**config.mk**
```make
export PLATFORM = sky130hd
export DESIGN_NAME = hiscore_upload_reader
export DESIGN_NICKNAME = d
export VERILOG_FILES = /design/src/rtl/hiscore_upload_reader.sv
export SDC_FILE = /design/constraint.sdc
export NUM_CORES = 1
export LEC_CHECK = 0
export BUFFER_PORTS_ARGS = -buffer_cell sky130_fd_sc_hd__buf_2
export CAP_MARGIN = 20
export CORE_MARGIN = 2
export CORE_UTILIZATION = 45
export DETAILED_ROUTE_END_ITERATION = 16
export GPL_TIMING_DRIVEN = 0
export PLACE_DENSITY = 0.75
export SLEW_MARGIN = 10
export SYNTH_ARGS = -nofsm -noshare
export SYNTH_HDL_FRONTEND = slang
export SYNTH_SLANG_ARGS = --single-unit
```
**constraint.sdc**
```tcl
create_clock -name clk_49m -period 3 [get_ports clk_49m]
set_input_delay 0.15 -clock clk_49m [delete_from_list [all_inputs] [get_ports clk_49m]]
set_output_delay 0.15 -clock clk_49m [all_outputs]
set_load 0.03 [all_outputs]
```
**src/rtl/hiscore_upload_reader.sv**
```systemverilog
// Serves HPS upload byte reads from a window of game RAM through a shared,
// arbitrated RAM port, tracks window dirtiness and raises save requests.
module hiscore_upload_reader #(
  parameter int                RAM_AW       = 16,
  parameter logic [RAM_AW-1:0] BASE         = 16'h5000,
  parameter int                REGION_LEN   = 256,
  parameter logic [7:0]        UPLOAD_INDEX = 8'd4
) (
  input  logic              clk_49m,
  input  logic              reset,
  input  logic              ioctl_upload,
  input  logic [7:0]        ioctl_index,
  input  logic              ioctl_rd,
  input  logic [24:0]       ioctl_addr,
  output logic [7:0]        ioctl_din,
  output logic              ram_req,
  input  logic              ram_gnt,
  output logic [RAM_AW-1:0] ram_addr,
  input  logic [7:0]        ram_rdata,
  input  logic              ram_wr_mon,
  input  logic              save_trigger,
  output logic              upload_req,
  output logic              busy
);

  typedef enum logic [1:0] {IDLE, WAIT_GNT, CAPTURE} state_t;

  localparam logic [24:0] REGION_LEN_W = 25'(REGION_LEN);
  localparam logic [24:0] LAST_OFF_W   = 25'(REGION_LEN - 1);

  state_t            state_q, state_d;
  logic [7:0]        din_q, din_d;
  logic              req_q, req_d;
  logic [RAM_AW-1:0] addr_q, addr_d;
  logic              busy_q, busy_d;
  logic              pend_vld_q, pend_vld_d;
  logic [24:0]       pend_addr_q, pend_addr_d;
  logic              cur_last_q, cur_last_d;
  logic              got_last_q, got_last_d;
  logic              dirty_q, dirty_d;
  logic              upload_prev_q, upload_prev_d;
  logic              save_prev_q, save_prev_d;
  logic              upreq_q, upreq_d;

  logic              accept;
  logic [24:0]       launch_addr;

  assign accept = ioctl_rd & ioctl_upload & (ioctl_index == UPLOAD_INDEX);

  always_comb begin
    state_d       = state_q;
    din_d         = din_q;
    req_d         = req_q;
    addr_d        = addr_q;
    busy_d        = busy_q;
    pend_vld_d    = pend_vld_q;
    pend_addr_d   = pend_addr_q;
    cur_last_d    = cur_last_q;
    got_last_d    = got_last_q;
    dirty_d       = dirty_q;
    upload_prev_d = ioctl_upload;
    save_prev_d   = save_trigger;
    upreq_d       = 1'b0;
    launch_addr   = accept ? ioctl_addr : pend_addr_q;

    // Reads arriving while a transaction is in flight park in the pending slot;
    // the newest one wins.
    if (accept && (state_q != IDLE)) begin
      pend_vld_d  = 1'b1;
      pend_addr_d = ioctl_addr;
    end

    case (state_q)
      IDLE: begin
        if (accept || pend_vld_q) begin
          pend_vld_d = 1'b0;
          if (launch_addr >= REGION_LEN_W) begin
            din_d = 8'hFF;
          end else begin
            addr_d     = BASE + launch_addr[RAM_AW-1:0];
            req_d      = 1'b1;
            busy_d     = 1'b1;
            cur_last_d = (launch_addr == LAST_OFF_W);
            state_d    = WAIT_GNT;
          end
        end
      end
      WAIT_GNT: begin
        // A grant always wins over an abort: the RAM access is already committed.
        if (ram_gnt) begin
          state_d = CAPTURE;
        end else if (!ioctl_upload) begin
          req_d      = 1'b0;
          busy_d     = 1'b0;
          pend_vld_d = 1'b0;
          state_d    = IDLE;
        end
      end
      CAPTURE: begin
        din_d   = ram_rdata;
        req_d   = 1'b0;
        busy_d  = 1'b0;
        state_d = IDLE;
        if (ioctl_upload && cur_last_q) begin
          got_last_d = 1'b1;
        end
      end
      default: state_d = IDLE;
    endcase

    // A save only counts as complete if the last window byte went out.
    if (upload_prev_q && !ioctl_upload) begin
      got_last_d = 1'b0;
      if (got_last_q) begin
        dirty_d = 1'b0;
      end
    end
    if (ram_wr_mon && !ioctl_upload) begin
      dirty_d = 1'b1;
    end

    upreq_d = save_trigger & ~save_prev_q & dirty_q & ~ioctl_upload;
  end

  always_ff @(posedge clk_49m or negedge reset) begin
    if (!reset) begin
      state_q       <= IDLE;
      din_q         <= 8'h00;
      req_q         <= 1'b0;
      addr_q        <= '0;
      busy_q        <= 1'b0;
      pend_vld_q    <= 1'b0;
      pend_addr_q   <= '0;
      cur_last_q    <= 1'b0;
      got_last_q    <= 1'b0;
      dirty_q       <= 1'b0;
      upload_prev_q <= 1'b0;
      save_prev_q   <= 1'b0;
      upreq_q       <= 1'b0;
    end else begin
      state_q       <= state_d;
      din_q         <= din_d;
      req_q         <= req_d;
      addr_q        <= addr_d;
      busy_q        <= busy_d;
      pend_vld_q    <= pend_vld_d;
      pend_addr_q   <= pend_addr_d;
      cur_last_q    <= cur_last_d;
      got_last_q    <= got_last_d;
      dirty_q       <= dirty_d;
      upload_prev_q <= upload_prev_d;
      save_prev_q   <= save_prev_d;
      upreq_q       <= upreq_d;
    end
  end

  assign ioctl_din  = din_q;
  assign ram_req    = req_q;
  assign ram_addr   = addr_q;
  assign busy       = busy_q;
  assign upload_req = upreq_q;

endmodule

```
==> results.tsv <==
stage	metric	value	unit
synth	synth_top_cell_by_area	sky130_fd_sc_hd__dfrtp_1	
synth	postSynthRegisterBits	59	
timing	max_slew.worst_pin.slew	731	ps
critical_path	worst_setup_path_end_kind	register	
timing	fin_worst_hold_slack	24.7	ps
grt	vias_in_the_first_global_route	1940	
clocking	cts_root_buffer	sky130_fd_sc_hd__clkbuf_8	
synth	syn-num-nets	257	
timing	maximum_clock_rate	0.427	GHz
pwr	power_leakage	0.00170	uW
cells_and_area	num_antenna_cells	0	
grt	grt_pass1_wl	9110	um
min_path	hold_path.class	input port to register	
synth	netlist_area	2660	sq um
pwr	power.density_cell_area	465	nW/um^2
clocking	cts_tree	yes	
grt	global_route.usage.total	0.188	
placement	dpl_hpwl	4040	um
floorplanning	initial_utilization	0.473	
floorplanning	row_count	27	
synth	yosysTopAreaCellShare	0.556	
synth	syn-instance-count	203	
clocking	cts.sink_count	59	
critical_path	setup.worst_path.class	register to register	
route	vias	1909	
clocking	post_cts_buffers	0	
floorplanning	dieHeight	80.8	um
pwr	max_ir_drop_vdd	0.000389	V
synth	netlist_top_cells_area	sky130_fd_sc_hd__dfrtp_1 56%, sky130_fd_sc_hd__mux2_2 17%, sky130_fd_sc_hd__o22a_1 3.0%	
synth	edff_count_synth	0	
synth	synth_cell_types	38	
pwr	design_power_total	1550	uW
floorplanning	placeable_area	5610	sq um
grt	grt_overflow_total	0	
timing	finalSetupViolations	0	
grt	largest_net_degree_at_the_start_of_global_routing	60	
cells_and_area	flow.area_growth_from_synthesis	25.4	%
route	drt-total-wl	5570	um
synth	synthMostInstantiatedCell	sky130_fd_sc_hd__dfrtp_1	
route	drc_errors	0	
synth	synth-main-ff-cell	sky130_fd_sc_hd__dfrtp_1	
timing	setup_skew	8.42	ps
synth	avgSynthCellArea	13.1	sq um
timing	relSlewSlack	0.512	
floorplanning	floorplan.die_area	6530	sq um
cells_and_area	post_route_cells_drive_above_1_share	0.478	
timing	final.min_clock_period	2340	ps
timing	timing_hold_violations_final	0	
timing	setup-tns-final	0	ps
placement	area_after_dpl	3120	sq um
critical_path	reg2reg_setup_slack	660	ps
cells_and_area	finalInstanceArea	3330	sq um
cells_and_area	final-instance-count-excl-fill	367	
clocking	numCtsBuffers	9	
route	drtIter0Drc	87	
critical_path	cp.required	3220	ps
critical_path	cp-start-kind	register	
clocking	clk_pin_slew	70	ps
synth	ys_seq_area_frac	0.556	
critical_path	crit_path_max_fanout	10	
route	firstDrtPassIters	4	
timing	post-route-period-util	0.781	
floorplanning	io_pins	75	
clocking	htreeDepth	3	
timing	max_slew_violation_total_from_the_final_report	0	
critical_path	timing.critical_path.arrival	2560	ps
timing	grt_setup_unrepaired	false	
placement	place_inst	349	
placement	finalWeightedCongestion	0.747	
clocking	worstSkewPairLatency	340	ps
synth	ys_async_sr_fraction	1.00	
flow_run	timing.max_cap.violations	0	
placement	port_buffers	74	
cells_and_area	filler_cell_count	498	
cells_and_area	finish.net_count	344	
synth	synthTopCellsByCount	59 x sky130_fd_sc_hd__dfrtp_1, 41 x sky130_fd_sc_hd__mux2_2, 9 x sky130_fd_sc_hd__o22a_1, 8 x sky130_fd_sc_hd__inv_1, 7 x sky130_fd_sc_hd__nand2_1	
floorplanning	fp.dieW	80.8	um
clocking	cts_max_path_buffers	2	
status	status	complete, no violations	
synth	synth.yosys.warnings	0	
route	routed_via_density	5.20	
route	post_drt_wl_per_cell	15.2	um
grt	antenna_found_initial	0	
route	ant_nets	0	
-- layer usage --
layer	part of all wire	track usage
met5	0	0
met4	0.0083	0.0864
met3	0.067	0.0644
met2	0.48	0.290
met1	0.44	0.238
-- flip-flops by register name (all words and copies together), names as in the netlist --
register and cells:
save_prev_q 1, pend_vld_q 1, upload_req 1, state_q 2
dirty_q 1, got_last_q 1, pend_addr_q 25, busy 1
ioctl_din 8, ram_addr 16, upload_prev_q 1, cur_last_q 1
-- report_power, final --
part | switching [uW] | internal (uW) | leakage (uW)
Combinational | 36.9 | 28.6 | 0.000834
Clock | 294 | 390 | 0.0000997
Sequential | 0.772 | 798 | 0.000767
Total | 332 | 1220 | 0.00170
-- area by class of cell --
type                    instances  area, sq um  share of cell area
plain buffers                   7         41.3              0.0124
repair buffers                 76          393               0.118
flip-flops and latches         59         1480               0.443
inverters                       8         30.0             0.00902
multi-input cells             129         1110               0.333
clock buffers                  15          186              0.0560
well taps                      72         90.1              0.0271
clock inverters                 1         5.00             0.00150
-- worst max-delay path, stage by stage (launching register included) --
cell	delay, ps
sky130_fd_sc_hd__dfrtp_1	380
sky130_fd_sc_hd__nor4_1	310
sky130_fd_sc_hd__and4_1	360
sky130_fd_sc_hd__nand4_1	240
sky130_fd_sc_hd__a21oi_4	410
sky130_fd_sc_hd__buf_6	200
sky130_fd_sc_hd__mux2_1	330
-- logic make-up (layout without fill, tap and decap cells) --
| logic type | Yosys count | count (layout) | share of synthesized area |
|---|---|---|---|
| AO/OA/AOI/OAI | 26 | 26 | 0.0745 |
| XOR/XNOR | 1 | 1 | 0.00330 |
| adder cells (fa/ha/maj) | 6 | 6 | 0.0283 |
| buffers and inverters | 15 | 107 | 0.0269 |
| flip-flops | 59 | 59 | 0.556 |
| multiplexers | 48 | 48 | 0.202 |
| AND/OR/NAND/NOR | 48 | 48 | 0.109 |
-- cells in the final DEF, fill, tap and decap left out, types with 3 or more instances in the layout --
master / instances
sky130_fd_sc_hd__a21oi_1: 3
sky130_fd_sc_hd__buf_2: 76
sky130_fd_sc_hd__clkbuf_1: 4
sky130_fd_sc_hd__clkbuf_8: 13
sky130_fd_sc_hd__dfrtp_1: 59
sky130_fd_sc_hd__ha_1: 6
sky130_fd_sc_hd__inv_1: 8
sky130_fd_sc_hd__mux2_1: 4
sky130_fd_sc_hd__mux2_2: 41
sky130_fd_sc_hd__mux2i_1: 3
sky130_fd_sc_hd__nand2_1: 7
sky130_fd_sc_hd__nand3_1: 3
sky130_fd_sc_hd__nand4_1: 5
sky130_fd_sc_hd__nor2_1: 6
sky130_fd_sc_hd__nor2b_1: 5
sky130_fd_sc_hd__nor3_1: 3
sky130_fd_sc_hd__nor4_1: 6
sky130_fd_sc_hd__o21ai_0: 5
sky130_fd_sc_hd__o22a_1: 9
-- per-stage QoR --
stage                util  setup WS (ps)
finish              0.594            658
global route        0.594            504
CTS                 0.594            654
detailed placement  0.556            375
global placement    0.556            424
floorplan               -            877
-- worst paths after layout --
path                                     start              end  cells after the start
worst max-delay path            pend_addr_q[9]       cur_last_q                      6
max in group asynchronous                reset          dirty_q                      2
worst min register to register     save_prev_q       upload_req                      1
worst min-delay path              ioctl_upload    upload_prev_q                      1
worst max register to register  pend_addr_q[9]       cur_last_q                      6
min in group asynchronous                reset  pend_addr_q[18]                      2
-- timing repair --
item	CTS	global route
hold buffers	2	0
resized for setup	0	0
endpoints found under the hold margin	60	0
Note: power is estimated with default switching activity, not from simulation.
